$ cat src/rtl/fetch_stage.sv
// ----------------------------------------------------------------------------
// fetch_stage
//   Instruction fetch stage feeding decode. Holds the fetch PC, issues word
//   requests to instruction memory (request/grant, in-order responses), and
//   buffers returned words in a small pc/insn FIFO so decode stalls lose
//   nothing. A redirect flushes the FIFO and turns every in-flight request
//   into a stale one whose response is discarded on arrival.
//
//   Optional build macro: FETCH_ALIGN_CHECK_EN
//     defined   : a misaligned redirect sets sticky fetch_err and parks the
//                 stage in HALT until reset.
//     undefined : fetch_err is tied 0 and redirect targets are word-aligned.
//
// Ports
//   clk, rst_n              clock, asynchronous active-low reset
//   stall                   decode cannot accept; FIFO head is held
//   redirect, redirect_pc   one-cycle branch/jump redirect and its target
//   imem_req, imem_addr     fetch request and word address (= fetch PC)
//   imem_gnt                request accepted this cycle
//   imem_rvalid, imem_rdata in-order response, one per grant
//   insn, pc, valid_insn    FIFO head to decode
//   fetch_err               sticky misaligned-redirect flag
// ----------------------------------------------------------------------------
module fetch_stage #(
   parameter logic [31:0] RESET_PC   = 32'h0040_0000,
   parameter int unsigned FIFO_DEPTH = 2
) (
   input  logic        clk,
   input  logic        rst_n,
   input  logic        stall,
   input  logic        redirect,
   input  logic [31:0] redirect_pc,
   output logic        imem_req,
   output logic [31:0] imem_addr,
   input  logic        imem_gnt,
   input  logic        imem_rvalid,
   input  logic [31:0] imem_rdata,
   output logic [31:0] insn,
   output logic [31:0] pc,
   output logic        valid_insn,
   output logic        fetch_err
);
   localparam int unsigned PTR_W = $clog2(FIFO_DEPTH);
   localparam int unsigned CNT_W = PTR_W + 1;
   localparam logic [PTR_W-1:0] PTR_ONE = PTR_W'(1);
   localparam logic [CNT_W-1:0] CNT_ONE = CNT_W'(1);
   localparam logic [CNT_W:0]   DEPTH_C = (CNT_W+1)'(FIFO_DEPTH);

`ifdef FETCH_ALIGN_CHECK_EN
   typedef enum logic [1:0] {ST_IDLE = 2'd0, ST_RUN = 2'd1, ST_DRAIN = 2'd2, ST_HALT = 2'd3} state_t;
`else
   typedef enum logic [1:0] {ST_IDLE = 2'd0, ST_RUN = 2'd1, ST_DRAIN = 2'd2} state_t;
`endif

   state_t           state_q, state_d;
   logic [31:0]      fetch_pc_q, fetch_pc_d;
   logic [CNT_W-1:0] outstanding_q, outstanding_d;
   logic [CNT_W-1:0] drop_cnt_q, drop_cnt_d;
   logic [CNT_W-1:0] fifo_cnt_q, fifo_cnt_d;
   logic [PTR_W-1:0] fifo_wr_ptr_q, fifo_wr_ptr_d;
   logic [PTR_W-1:0] fifo_rd_ptr_q, fifo_rd_ptr_d;
   logic [PTR_W-1:0] iss_wr_ptr_q, iss_wr_ptr_d;
   logic [PTR_W-1:0] iss_rd_ptr_q, iss_rd_ptr_d;
   logic             fetch_err_q, fetch_err_d;

   logic [31:0] fifo_pc_q   [FIFO_DEPTH];
   logic [31:0] fifo_insn_q [FIFO_DEPTH];
   logic [31:0] iss_pc_q    [FIFO_DEPTH];   // PCs of live (non-stale) requests

   logic             fifo_push, iss_push;
   logic             resp_ok, grant, pop, halted;
   logic [CNT_W-1:0] resp_dec;
   logic [CNT_W:0]   credit_used;
   logic [31:0]      target_pc;

`ifdef FETCH_ALIGN_CHECK_EN
   assign halted    = (state_q == ST_HALT);
   assign target_pc = redirect_pc;
`else
   logic unused_low_bits;
   assign unused_low_bits = ^redirect_pc[1:0];
   assign halted    = 1'b0;
   assign target_pc = {redirect_pc[31:2], 2'b00};
`endif

   // Every slot in the FIFO is backed by a credit: a request is only made
   // while outstanding + buffered leaves room, so a push never overflows.
   assign credit_used = {1'b0, outstanding_q} + {1'b0, fifo_cnt_q};
   assign imem_req    = ((state_q == ST_RUN) || (state_q == ST_DRAIN)) && !redirect
                        && (credit_used < DEPTH_C);
   assign imem_addr   = fetch_pc_q;
   assign grant       = imem_req && imem_gnt;
   assign valid_insn  = (fifo_cnt_q != '0);
   assign pop         = valid_insn && !stall;
   assign insn        = fifo_insn_q[fifo_rd_ptr_q];
   assign pc          = fifo_pc_q[fifo_rd_ptr_q];
   assign fetch_err   = fetch_err_q;
   assign resp_ok     = imem_rvalid && (outstanding_q != '0);
   assign resp_dec    = resp_ok ? CNT_ONE : '0;

   always_comb begin
      state_d       = state_q;
      fetch_pc_d    = fetch_pc_q;
      outstanding_d = outstanding_q;
      drop_cnt_d    = drop_cnt_q;
      fifo_cnt_d    = fifo_cnt_q;
      fifo_wr_ptr_d = fifo_wr_ptr_q;
      fifo_rd_ptr_d = fifo_rd_ptr_q;
      iss_wr_ptr_d  = iss_wr_ptr_q;
      iss_rd_ptr_d  = iss_rd_ptr_q;
      fetch_err_d   = fetch_err_q;
      fifo_push     = 1'b0;
      iss_push      = 1'b0;

      if (halted) begin
         // Parked: only retire whatever was still in flight, and discard it.
         outstanding_d = outstanding_q - resp_dec;
         if (resp_ok && (drop_cnt_q != '0)) drop_cnt_d = drop_cnt_q - CNT_ONE;
      end else if (redirect) begin
         // All in-flight requests become stale; a response arriving right
         // now is one of them and retires immediately.
         fifo_cnt_d    = '0;
         fifo_wr_ptr_d = '0;
         fifo_rd_ptr_d = '0;
         iss_wr_ptr_d  = '0;
         iss_rd_ptr_d  = '0;
         outstanding_d = outstanding_q - resp_dec;
         drop_cnt_d    = outstanding_q - resp_dec;
         fetch_pc_d    = target_pc;
         state_d       = (drop_cnt_d != '0) ? ST_DRAIN : ST_RUN;
`ifdef FETCH_ALIGN_CHECK_EN
         if (redirect_pc[1:0] != 2'b00) begin
            fetch_err_d = 1'b1;
            state_d     = ST_HALT;
         end
`endif
      end else begin
         if (resp_ok) begin
            outstanding_d = outstanding_q - CNT_ONE;
            if (drop_cnt_q != '0) begin
               drop_cnt_d = drop_cnt_q - CNT_ONE;
            end else begin
               fifo_push    = 1'b1;
               iss_rd_ptr_d = iss_rd_ptr_q + PTR_ONE;
            end
         end
         if (grant) begin
            iss_push      = 1'b1;
            iss_wr_ptr_d  = iss_wr_ptr_q + PTR_ONE;
            fetch_pc_d    = fetch_pc_q + 32'd4;
            outstanding_d = outstanding_d + CNT_ONE;
         end
         if (fifo_push) fifo_wr_ptr_d = fifo_wr_ptr_q + PTR_ONE;
         if (pop)       fifo_rd_ptr_d = fifo_rd_ptr_q + PTR_ONE;
         fifo_cnt_d = fifo_cnt_q + (fifo_push ? CNT_ONE : '0) - (pop ? CNT_ONE : '0);
         state_d    = (drop_cnt_d != '0) ? ST_DRAIN : ST_RUN;
      end
   end

   always_ff @(posedge clk or negedge rst_n) begin
      if (!rst_n) begin
         state_q       <= ST_IDLE;
         fetch_pc_q    <= RESET_PC;
         outstanding_q <= '0;
         drop_cnt_q    <= '0;
         fifo_cnt_q    <= '0;
         fifo_wr_ptr_q <= '0;
         fifo_rd_ptr_q <= '0;
         iss_wr_ptr_q  <= '0;
         iss_rd_ptr_q  <= '0;
         fetch_err_q   <= 1'b0;
      end else begin
         state_q       <= state_d;
         fetch_pc_q    <= fetch_pc_d;
         outstanding_q <= outstanding_d;
         drop_cnt_q    <= drop_cnt_d;
         fifo_cnt_q    <= fifo_cnt_d;
         fifo_wr_ptr_q <= fifo_wr_ptr_d;
         fifo_rd_ptr_q <= fifo_rd_ptr_d;
         iss_wr_ptr_q  <= iss_wr_ptr_d;
         iss_rd_ptr_q  <= iss_rd_ptr_d;
         fetch_err_q   <= fetch_err_d;
      end
   end

   // Storage entries; reset to zero so insn/pc read 0 out of reset.
   for (genvar gi = 0; gi < FIFO_DEPTH; gi++) begin : g_entry
      always_ff @(posedge clk or negedge rst_n) begin
         if (!rst_n) begin
            fifo_pc_q[gi]   <= '0;
            fifo_insn_q[gi] <= '0;
            iss_pc_q[gi]    <= '0;
         end else begin
            if (fifo_push && (fifo_wr_ptr_q == PTR_W'(gi))) begin
               fifo_pc_q[gi]   <= iss_pc_q[iss_rd_ptr_q];
               fifo_insn_q[gi] <= imem_rdata;
            end
            if (iss_push && (iss_wr_ptr_q == PTR_W'(gi))) begin
               iss_pc_q[gi] <= fetch_pc_q;
            end
         end
      end
   end

endmodule

$ cat config.mk
export PLATFORM = sky130hd
export DESIGN_NAME = fetch_stage
export DESIGN_NICKNAME = d
export VERILOG_FILES = /design/src/rtl/fetch_stage.sv
export SDC_FILE = /design/constraint.sdc
export NUM_CORES = 1
export LEC_CHECK = 0
export ABC_AREA = 1
export CORE_ASPECT_RATIO = 1.25
export CORE_MARGIN = 2
export CORE_UTILIZATION = 45
export CTS_CLUSTER_DIAMETER = 150
export DETAILED_ROUTE_END_ITERATION = 10
export PLACE_DENSITY_LB_ADDON = 0.08
export SYNTH_ARGS = -nofsm -noshare
export SYNTH_HDL_FRONTEND = slang
export SYNTH_SLANG_ARGS = --single-unit
export TNS_END_PERCENT = 5
$ cat constraint.sdc
create_clock -name clk -period 2.6 [get_ports clk]
set_input_delay 0.26 -clock clk [delete_from_list [all_inputs] [get_ports clk]]
set_output_delay 0.26 -clock clk [all_outputs]
set_load 0.01 [all_outputs]
## Yosys cells after proc, flatten, opt, wreduce, memory -nomap -nowiden

Index checks and enable logic that the tools add are counted.

- Bits in registers: 236
- Bits of input ports: 70
- Output and inout port bits: 99

- Add/sub/neg operators: 12
- $lt $le $gt $ge: 3
- Equal/unequal tests: 3
- Muxes and demuxes: 41
- Bitwise operators: 4
- Reductions and logical operators: 22

Operators by type and width:

| kind | count |
|---|---|
| 32-bit 2-to-1 mux | 11 |
| 32-bit by 3-bit adder with 32-bit output (second input constant) | 1 |
| 2-bit 2-to-1 mux | 12 |
| 1-bit 2-to-1 mux | 18 |
| 2-bit nonzero test | 9 |
| 1-bit logical AND | 9 |
| 1-bit adder (second input constant) | 4 |
| 2-bit greater-or-equal comparator (second input constant) | 2 |
| 1-bit NOT with 2-bit output | 2 |
| 2-bit by 1-bit subtractor with 2-bit output | 2 |
| 2-bit by 1-bit subtractor with 2-bit output (second input constant) | 2 |
| 2-bit by 2-bit adder with 3-bit output | 1 |
| 3-bit by 2-bit less-than comparator with 1-bit output (second input constant) | 1 |
| 2-bit by 1-bit adder with 2-bit output | 1 |
| 2-bit by 1-bit adder with 2-bit output (second input constant) | 1 |
| 2-bit by 1-bit == test with 1-bit output (second input constant) | 1 |
| 2-bit == test (second input constant) | 1 |
| 1-bit zero test | 2 |
| 2-bit != test (second input constant) | 1 |
| 1-bit NOT | 2 |
| 2-bit AND reduction | 1 |
| 1-bit logical OR | 1 |

## Longest topological paths before layout

Gate-level depths: netlist of the first run.

- Word-level depth: 8
- Mapped depth: 13
- Depth with buffers taken out: 13

## Least setup slack after synthesis of the first run

OpenSTA, ideal clock, no wires.

- Kind: register to register
- Start: reg fifo_cnt_q[0]
- End: reg iss_pc_q[60] (netlist bit)
- Data arrival time: 1751 ps
- Data required time: 2481 ps
- Path slack: 730 ps
- Stages on the path, launching flop included: 11
- Buffers on the path: 1
- Period minus slack after synthesis: 1870 ps
- Cell sequence: dfrtp_1 nand2_1 inv_1 fa_1 nor3_4 nand3_4 clkinv_2 nand2_4 buf_6 nand2_1 o21ai_2

- Longest elaborated chain between the ends: 7

Ends and longest elaborated chain:

| what | line | text |
|---|---|---|
| start, declared | 59 | `logic [CNT_W-1:0] fifo_cnt_q, fifo_cnt_d;` |
| start signal, assigned | 177 | `fifo_cnt_q <= fifo_cnt_d;` |
| 2-bit by 2-bit adder with 3-bit output | 88 | `assign credit_used = {1'b0, outstanding_q} + {1'b0, fifo_cnt_q};` |
| 3-bit by 2-bit less-than comparator with 1-bit output | 90 | `&& (credit_used < DEPTH_C);` |
| 1-bit logical AND | 90 |  |
| 1-bit logical AND | 92 | `assign grant = imem_req && imem_gnt;` |
| 1-bit 2-to-1 mux | 147 | `if (grant) begin` |
| 1-bit 2-to-1 mux | 119 | `end else if (redirect) begin` |
| 1-bit logical AND | 198 | `if (iss_push && (iss_wr_ptr_q == PTR_W'(gi))) begin` |
| end signal, assigned by index | 199 | `iss_pc_q[gi] <= fetch_pc_q;` |
| end, declared | 68 | `logic [31:0] iss_pc_q [FIFO_DEPTH];` |

No other way between the ends.
A chain may end at the register's enable or synchronous reset.

## Worst setup path in the final report of the first run

- Start: reg fifo_rd_ptr_q
- End: out insn[14]

- Longest elaborated chain between the ends: 4

Ends and longest elaborated chain:

| what | line | text |
|---|---|---|
| start, declared | 61 | `logic [PTR_W-1:0] fifo_rd_ptr_q, fifo_rd_ptr_d;` |
| start signal, assigned | 179 | `fifo_rd_ptr_q <= fifo_rd_ptr_d;` |
| 1-bit NOT with 2-bit output (implied by the code) | 95 | `assign insn = fifo_insn_q[fifo_rd_ptr_q];` |
| 32-bit 2-to-1 mux (implied by the code) (3 in series) | 95 |  |
| end, declared | 38 | `output logic [31:0] insn,` |

No other way between the ends. The select of a mux whose other input is x is not followed.

==> flow_metrics.py, run 1 <==
metrics = {
    "outcome": {
        "outcome": "completed",
    },
    "route": {
        "num_vias": 8794,
        "ant_nets": 0,
        "first_pass_iters": 5,
        "avgViaCountPerCell": 4.79,
        "wirelength_um": 25000,
        "drt-wirelength-per-cell_um": 13.6,
        "drt_iter0_drc": 408,
        "drc": 0,
    },
    "setup_path": {
        "criticalPathCategory": "register to output pin",
        "cp_data_required_time_ns": 2.34,
        "cp_max_fo": 32,
        "critPathLaunchType": "register",
        "r2r_setup_slack_ns": 0.34,
        "endpoint_kind": "output pin",
        "worstPathArrival_ns": 2.21,
    },
    "logic_synthesis": {
        "synth-seq-cells": 226,
        "synth_area_leaders": "dfrtp_1, nand2_1, o21ai_0",
        "synth_top_cell_area_share_pct": 51.3,
        "yosysWarnings": 0,
        "avgSynthCellArea_sq_um": 8.08,
        "synth_edf_count": 0,
        "yosys.area.top_type": "dfrtp_1",
        "async_flop_share_pct": 100,
        "netlist_area_sq_mm": 0.0110,
        "ys_seq_area_share_pct": 51.6,
        "ys.flop_type": "dfrtp_1",
        "ys_types": 35,
        "synthCells": 1358,
    },
    "sta": {
        "clock_skew_ns": 0.00842,
        "worst_pin_slew_ns": 0.688,
        "fin_hold_ws_ns": 0.299,
        "grt_setup_unrepaired": "false",
        "fmax_mhz": 404,
        "finalMaxSlewViolations": 0,
        "setup_violations": 0,
        "fin_crit_sh_pct": 95.2,
        "min_period_ns": 2.47,
        "slew_headroom_pct": 54.1,
        "timing.setup.tns_ns": 0,
        "final-hold-violation-count": 0,
    },
    "placement": {
        "port_buffers": 161,
        "place_congestion": 0.884,
        "hpwl_um": 17100,
    },
    "clock_tree": {
        "clock_sinks": 226,
        "clkTransAtPathRegs_ns": 0.06,
        "clock_path_buffers": 3,
        "clock_latency_ns": 0.50,
        "cts_buffers": 23,
        "htree_levels": 1,
        "cts_root_buf": "clkbuf_16",
        "cts_tree": "yes",
    },
    "global_routing": {
        "grt_remaining_overflow": 0,
        "antenna_found_initial": 0,
        "grt_use_total_pct": 20.0,
        "grt_first_pass_wirelength_um": 41700,
        "grt_pass1_vias": 8440,
        "grt_max_degree": 95,
    },
    "finish": {
        "drive_above_1_share_pct": 7.68,
        "utilization_pct": 56.6,
        "nets": 1575,
        "fillers": 2259,
        "diodes": 0,
        "synthToLayoutAreaGrowth_pct": 22.8,
    },
    "floorplan": {
        "fp.dieArea_sq_mm": 0.0256,
        "die_w_um": 144,
        "fp-row-count": 63,
        "start_util_pct": 46.1,
        "coreArea_sq_mm": 0.0238,
        "ios": 169,
        "chipHeight_um": 179,
    },
    "run": {
        "max-cap-violations": 0,
    },
    "power": {
        "p_leak_nw": 6.57,
        "seqPwrFrac_pct": 40.6,
        "ir_worst_vdd_mv": 0.496,
        "clockPowerShare_pct": 22.2,
        "internal_power_w": 0.00916,
        "netSwitchingFraction_pct": 34.6,
        "switching_power_w": 0.00486,
        "p_per_area_mw_per_mm2": 1040,
        "p_comb_share_pct": 37.2,
    },
    "worst_hold_path": {
        "worstHoldPathType": "input port to async pin",
    },
}
-- cells in the mapped netlist (2+ instances only) --
cell type	n
nand2_2	3
o21ai_1	59
ha_1	6
clkbuf_1	20
mux2_2	23
buf_4	8
mux2_1	7
nor2_1	43
dfrtp_1	225
xor2_1	7
inv_1	132
nand2_4	3
nand3_2	2
o21ai_2	21
buf_2	21
o21ai_0	118
inv_2	5
and2_1	2
a21oi_1	4
buf_6	19
o211ai_1	5
or2_2	3
nand3_1	66
buf_1	3
nand2_1	543
-- metrics by stage --
| stage | instances | setup WS, ns | power [W] | area [sq um] |
|---|---|---|---|---|
| after global routing | 1836 | 0.00860 | 0.0151 | 13500 |
| after CTS | 1836 | 0.0421 | 0.0142 | 13500 |
| after global placement | 1797 | 0.344 | 0.0109 | 12800 |
| after floorplan | 1362 | 0.730 | 0.00877 | 11000 |
| final | 1836 | 0.126 | 0.0140 | 13500 |
| after detailed placement | 1797 | 0.278 | 0.0110 | 12800 |
-- layout by cell type (no fill, tap or decap), types with 4 or more instances in the layout --
master	n
clkbuf_1	9
inv_2	5
buf_12	5
nand2_1	543
mux2_2	23
mux2_1	7
o21ai_2	21
buf_4	14
o21ai_1	59
conb_1	5
ha_1	6
clkbuf_16	23
nand3_1	66
xor2_1	7
clkdlybuf4s50_1	159
dfrtp_1	224
o21ai_0	118
inv_1	132
a21oi_1	4
o211ai_1	5
nor2_1	43
-- layout make-up --
class                           count  area, sq um  share of cell area [%]
Timing Repair Buffer              182         1850                    13.7
Sequential cell                   226         5660                    42.0
Inverter                          139          523                    3.88
Clock inverter                      3         40.0                   0.297
Tap cell                          325          407                    3.02
Clock buffer                       35          651                    4.83
Multi-Input combinational cell    926         4340                    32.2
-- path summary, 6_finish.rpt --
check                           startpoint              end  cells after the start
max in group asynchronous            rst_n    imem_addr[22]                      3
hold / removal                       rst_n  fifo_insn_q[41]                      2
hold reg to reg               iss_pc_q[13]     iss_pc_q[13]                      2
setup reg to reg             fifo_cnt_q[0]      iss_pc_q[3]                      9
setup / recovery             fifo_rd_ptr_q         insn[14]                      5
min in group clk           redirect_pc[11]    imem_addr[11]                      3
-- critical path: stages, from the launching register on --
cell and delay (ns):
dfrtp_4 0.61, clkinv_1 0.15, buf_8 0.23, nand2_1 0.08, nand2_1 0.06, clkdlybuf4s50_1 0.55
-- cell families after synthesis --
kind of cell	share of synthesized area, %
AOI/OAI and AO/OA	10.4
xor gates and xnor gates	0.639
adders and majority gates	0.867
buffers and inverters	9.01
DFF	51.6
muxes	3.08
other	0.0342
and+or+nand+nor	24.4
-- repair_timing --
action                                 CTS  global route
setup endpoints to repair               34            15
buffers inserted                         0             0
hold buffers                             1             0
endpoints found under the hold margin   62             0
pin swaps                                1             0
gates resized for setup                  3             1
-- registers in the layout, indices dropped and copies added, names as in the netlist --
name           flops
fifo_insn_q       64
fifo_pc_q         60
iss_pc_q          60
imem_addr         30
drop_cnt_q         2
fifo_cnt_q         2
outstanding_q      2
state_q            2
fifo_rd_ptr_q      1
fifo_wr_ptr_q      1
iss_rd_ptr_q       1
iss_wr_ptr_q       1
-- power groups by stage --
stage                     sequential (W)  clock, W  combinational, W
after floorplan                  0.00557         0           0.00320
after global placement           0.00570         0           0.00517
after detailed placement         0.00574         0           0.00527
after CTS                        0.00569   0.00320           0.00529
after global routing             0.00587   0.00335           0.00592
final                            0.00569   0.00312           0.00522
-- per-layer routing --
| metal | up-vias | share of wire (%) | GRT usage, % | wire length, um |
|---|---|---|---|---|
| li1 | 4521 | - | - | - |
| met1 | 4045 | 47 | 28.1 | 11800 |
| met2 | 196 | 46 | 32.9 | 11600 |
| met3 | 32 | 4.5 | 2.60 | 1130 |
| met4 | 0 | 1.8 | 4.90 | 460 |
| met5 | - | 0 | 0 | 0 |
(Power assumes the default switching activity.)
==> run 2: changes to the inputs <==
- CTS_CLUSTER_SIZE: default -> 14
==> flow_metrics.py, run 2 (synthesis gave the netlist of run 1 again) <==
metrics = {
    "outcome": {
        "outcome": "completed",
    },
    "setup_path": {
        "endpoint_kind": "output pin",
        "crit_path_frequent_cell": "nand2_1",
        "path_depth": 5,
        "worstPathArrival_ns": 2.22,
        "cp_max_fo": 32,
        "cpPeakStageDelay_ns": 0.61,
        "critPathLaunchType": "register",
        "crit_slowest_cell": "dfrtp_4",
        "crit_family": "buffers and inverters",
        "path_cells": "clkinv_1, buf_8, nand2_1, nand2_1, clkdlybuf4s50_1",
        "cp_num_buf_inv": 3,
        "r2r_setup_slack_ns": 0.36,
        "cp_data_required_time_ns": 2.34,
        "criticalPathCategory": "register to output pin",
        "r2r_cells": 9,
        "r2r-end": "iss_pc_q[3]",
        "r2r-start": "fifo_cnt_q[0]",
    },
    "route": {
        "drc": 0,
        "drt-wirelength-per-cell_um": 13.7,
        "ant_nets": 0,
        "avgViaCountPerCell": 4.80,
        "wirelength_um": 25000,
        "num_vias": 8771,
        "first_pass_iters": 5,
        "drt_iter0_drc": 423,
    },
    "power": {
        "seqPwrFrac_pct": 41.8,
        "p_per_area_mw_per_mm2": 1020,
        "switching_power_w": 0.00482,
        "clockPowerShare_pct": 19.8,
        "internal_power_w": 0.00877,
        "netSwitchingFraction_pct": 35.5,
        "ir_worst_vdd_mv": 0.449,
        "p_comb_share_pct": 38.4,
        "p_leak_nw": 6.50,
    },
    "finish": {
        "top_register": "fifo_insn_q",
        "regArea_sq_mm": 0.00566,
        "design_area_sq_mm": 0.0133,
        "synthToLayoutAreaGrowth_pct": 21.5,
        "fillers": 2264,
        "layout_common_cells": "nand2_1, dfrtp_1, clkdlybuf4s50_1",
        "final_common_cell": "nand2_1",
        "nets": 1572,
        "largest_reg_flops": 64,
        "drive_above_1_share_pct": 7.26,
        "largest_registers": "fifo_insn_q (64), fifo_pc_q (60), iss_pc_q (60)",
        "diodes": 0,
        "multi_input_area_sq_mm": 0.00434,
    },
    "placement": {
        "place_congestion": 0.884,
        "port_buffers": 161,
        "hpwl_um": 17100,
        "placed_cell_area_sq_mm": 0.0128,
    },
    "global_routing": {
        "grt_first_pass_wirelength_um": 41600,
        "grt_use_total_pct": 20.0,
        "antenna_found_initial": 0,
        "grt_max_degree": 95,
        "grt_pass1_vias": 8410,
        "grt_remaining_overflow": 0,
    },
    "worst_hold_path": {
        "worstHoldPathType": "input port to async pin",
    },
    "floorplan": {
        "fp-row-count": 63,
        "chipHeight_um": 179,
        "coreArea_sq_mm": 0.0238,
        "die_w_um": 144,
        "start_util_pct": 46.1,
        "ios": 169,
        "fp.dieArea_sq_mm": 0.0256,
    },
    "clock_tree": {
        "cts_setup_buffers": 0,
        "clock_latency_ns": 0.51,
        "clock_path_buffers": 3,
        "cts_tree": "yes",
        "clock_sinks": 226,
        "cts_buffers": 20,
        "clkTransAtPathRegs_ns": 0.07,
        "cts_root_buf": "clkbuf_16",
        "htree_levels": 1,
    },
    "sta": {
        "clock_skew_ns": 0.0157,
        "min_period_ns": 2.48,
        "fin_crit_sh_pct": 95.2,
        "fmax_mhz": 404,
        "grt_setup_unrepaired": "false",
        "fin_hold_ws_ns": 0.283,
        "finalMaxSlewViolations": 0,
        "timing.setup.tns_ns": 0,
        "worst_pin_slew_ns": 0.682,
        "slew_headroom_pct": 54.6,
        "final-hold-violation-count": 0,
        "setup_violations": 0,
    },
    "run": {
        "max-cap-violations": 0,
    },
}
[run 2: changes by cell type in the layout (fill, tap and decap cells not counted), sizes merged]
cell / previous run / this run
clkbuf: 35 / 26
bufinv: 1 / 0
[run 2: how the worst max path moves through the flow]
stage                         to  slack, ns          start
floorplan           iss_pc_q[60]       0.73  fifo_cnt_q[0]
global placement    iss_pc_q[40]       0.34  fifo_cnt_q[0]
detailed placement  iss_pc_q[61]       0.28  fifo_cnt_q[0]
CTS                     insn[25]       0.04  fifo_rd_ptr_q
global route             insn[3]       0.01  fifo_rd_ptr_q
finish                  insn[14]       0.12  fifo_rd_ptr_q
[run 2: what timing repair did]
item	CTS	global route
hold buffers	1	0
endpoints found under the setup margin	34	13
endpoints found under the hold margin	62	0
gates resized for setup	3	1
pin swaps	1	0
[run 2: area by class of cell]
type / count / share of cell area [%]
inverters: 139 / 3.92
multi-input cells: 926 / 32.5
clock buffers: 26 / 3.92
clock inverters: 2 / 0.244
flip-flops and latches: 226 / 42.5
repair buffers: 182 / 13.8
well taps: 325 / 3.05
[run 2: power by group through the flow]
stage | Combinational, W | Sequential [W] | Clock (W)
2_1_floorplan | 0.00320 | 0.00557 | 0
3_3_place_gp | 0.00517 | 0.00570 | 0
3_5_place_dp | 0.00527 | 0.00574 | 0
4_1_cts | 0.00530 | 0.00569 | 0.00280
5_1_grt | 0.00593 | 0.00586 | 0.00291
6_report | 0.00522 | 0.00568 | 0.00269
[run 2: metrics by stage]
stage	total power [W]	std cells	setup WS (ns)	utilization [%]
after global placement	0.0109	1797	0.344	53.6
after floorplan	0.00877	1362	0.730	-
after CTS	0.0138	1826	0.0363	56.0
after detailed placement	0.0110	1797	0.278	53.6
final	0.0136	1826	0.124	56.0
after global routing	0.0147	1826	0.0142	56.0
[run 2: worst reg2reg max path, delay by kind of cell, from the launching register on]
kind	cells	cell delay [ns]
and+or+nand+nor	5	0.96
adders and majority gates	1	0.47
DFF	1	0.40
buffers and inverters	2	0.19
AOI/OAI and AO/OA	1	0.08
[run 2: per-layer routing]
| layer | up-vias | track usage [%] | routed length, um |
|---|---|---|---|
| met3 | 36 | 2.39 | 1050 |
| met1 | 4043 | 28.1 | 11700 |
| li1 | 4510 | - | - |
| met5 | - | 0 | 0 |
| met4 | 0 | 5.43 | 534 |
| met2 | 182 | 32.8 | 11700 |
==> run 3: changes to the inputs <==
- PLACE_DENSITY_LB_ADDON: 0.08 -> 0.05
==> flow_metrics.py, run 3 (synthesis gave the netlist of run 1 again) <==
metrics = {
    "outcome": {
        "outcome": "completed",
    },
    "finish": {
        "layout_common_cells": "nand2_1, dfrtp_1, clkdlybuf4s50_1",
        "largest_reg_flops": 64,
        "utilization_pct": 56.3,
        "largest_registers": "fifo_insn_q (64), fifo_pc_q (60), iss_pc_q (60)",
        "nets": 1575,
        "final_common_cell": "nand2_1",
        "top_register": "fifo_insn_q",
        "synthToLayoutAreaGrowth_pct": 22.3,
        "drive_above_1_share_pct": 7.44,
        "diodes": 0,
    },
    "route": {
        "ant_nets": 0,
        "wirelength_um": 24900,
        "avgViaCountPerCell": 4.79,
        "drt-wirelength-per-cell_um": 13.6,
        "drt_iter0_drc": 406,
        "num_vias": 8774,
        "first_pass_iters": 4,
        "drc": 0,
    },
    "sta": {
        "setup_violations": 0,
        "final-hold-violation-count": 0,
        "clock_skew_ns": 0.0134,
        "grt_setup_unrepaired": "false",
        "worst_pin_slew_ns": 0.622,
        "timing.setup.tns_ns": 0,
        "slew_headroom_pct": 58.6,
        "fmax_mhz": 415,
        "fin_crit_sh_pct": 92.7,
        "finalMaxSlewViolations": 0,
        "min_period_ns": 2.41,
    },
    "run": {
        "max-cap-violations": 0,
    },
    "clock_tree": {
        "cts_root_buf": "clkbuf_16",
        "clock_sinks": 226,
        "clkTransAtPathRegs_ns": 0.07,
        "cts_buffers": 20,
        "htree_levels": 1,
        "cts_tree": "yes",
        "clock_latency_ns": 0.49,
        "clock_path_buffers": 3,
    },
    "global_routing": {
        "grt_remaining_overflow": 0,
        "antenna_found_initial": 0,
        "grt_use_total_pct": 20.0,
        "grt_pass1_vias": 8250,
        "grt_first_pass_wirelength_um": 41700,
        "grt_max_degree": 69,
    },
    "setup_path": {
        "critPathLaunchType": "register",
        "worstPathArrival_ns": 2.15,
        "endpoint_kind": "output pin",
        "cp_max_fo": 60,
        "criticalPathCategory": "register to output pin",
        "cp_data_required_time_ns": 2.34,
    },
    "placement": {
        "port_buffers": 161,
        "hpwl_um": 17100,
        "place_congestion": 0.848,
    },
    "floorplan": {
        "chipHeight_um": 179,
        "fp-row-count": 63,
        "start_util_pct": 46.1,
        "fp.dieArea_sq_mm": 0.0256,
        "ios": 169,
        "coreArea_sq_mm": 0.0238,
        "die_w_um": 144,
    },
    "power": {
        "ir_worst_vdd_mv": 0.406,
        "p_leak_nw": 6.55,
        "p_per_area_mw_per_mm2": 1020,
    },
    "worst_hold_path": {
        "worstHoldPathType": "input port to async pin",
    },
}
==> run 3: routing by layer <==
layer	global-route usage [%]	vias to the layer above	part of all wire, %	wire, um
li1	-	4520	-	-
met1	29.1	4024	47	11800
met2	31.9	203	46	11500
met3	2.50	27	4.6	1160
met4	4.78	0	1.9	463
met5	0	-	0	0
==> run 3: path summary, 6_finish.rpt <==
check	start	to	slack [ns]	cells after the start
max	fifo_rd_ptr_q	pc[23]	0.19	3
min	rst_n	fifo_insn_q[36]	0.30	2
max reg2reg	fifo_cnt_q[0]	iss_pc_q[2]	0.47	11
min reg2reg	fifo_pc_q[5]	fifo_pc_q[5]	0.48	2
max in group asynchronous	rst_n	imem_addr[22]	1.52	3
min in group clk	redirect_pc[9]	imem_addr[9]	0.33	3
==> run 3: final cells by class <==
class / count / area (sq um)
Fill cell: 2297 / 10400
Sequential cell: 226 / 5660
Multi-Input combinational cell: 926 / 4340
Timing Repair Buffer: 185 / 1920
Clock buffer: 28 / 552
Inverter: 139 / 523
Tap cell: 325 / 407
Clock inverter: 1 / 16.3
==> run 3: power breakdown <==
part / switching, W / total, W / internal, W
Clock: 0.00126 / 0.00274 / 0.00148
Sequential: 0.000768 / 0.00565 / 0.00488
Combinational: 0.00277 / 0.00528 / 0.00251
==> run 3: what timing repair did <==
action,4_1_cts,5_1_grt
setup endpoints to repair,1,7
setup buffers,1,1
gates cloned,0,0
hold buffers,1,0
gates resized for setup,0,2
pin swaps,1,0
hold endpoints to repair,62,0
==> run 3: worst max-delay path: stages (launching register included) <==
cell,delay [ns]
dfrtp_2,0.47
buf_12,0.20
o21ai_0,0.35
clkdlybuf4s50_1,0.61
==> run 3: through the flow <==
stage | hold slack (ns) | worst slack (ns) | power (W) | instance area, sq um | cells
2_1_floorplan | -0.0356 | 0.730 | 0.00877 | 11000 | 1362
3_3_place_gp | 0.255 | 0.475 | 0.0109 | 12800 | 1798
3_5_place_dp | 0.251 | 0.473 | 0.0110 | 12800 | 1798
4_1_cts | 0.313 | 0.00601 | 0.0138 | 13400 | 1829
5_1_grt | 0.341 | 0.0950 | 0.0148 | 13400 | 1830
6_report | 0.302 | 0.191 | 0.0137 | 13400 | 1830
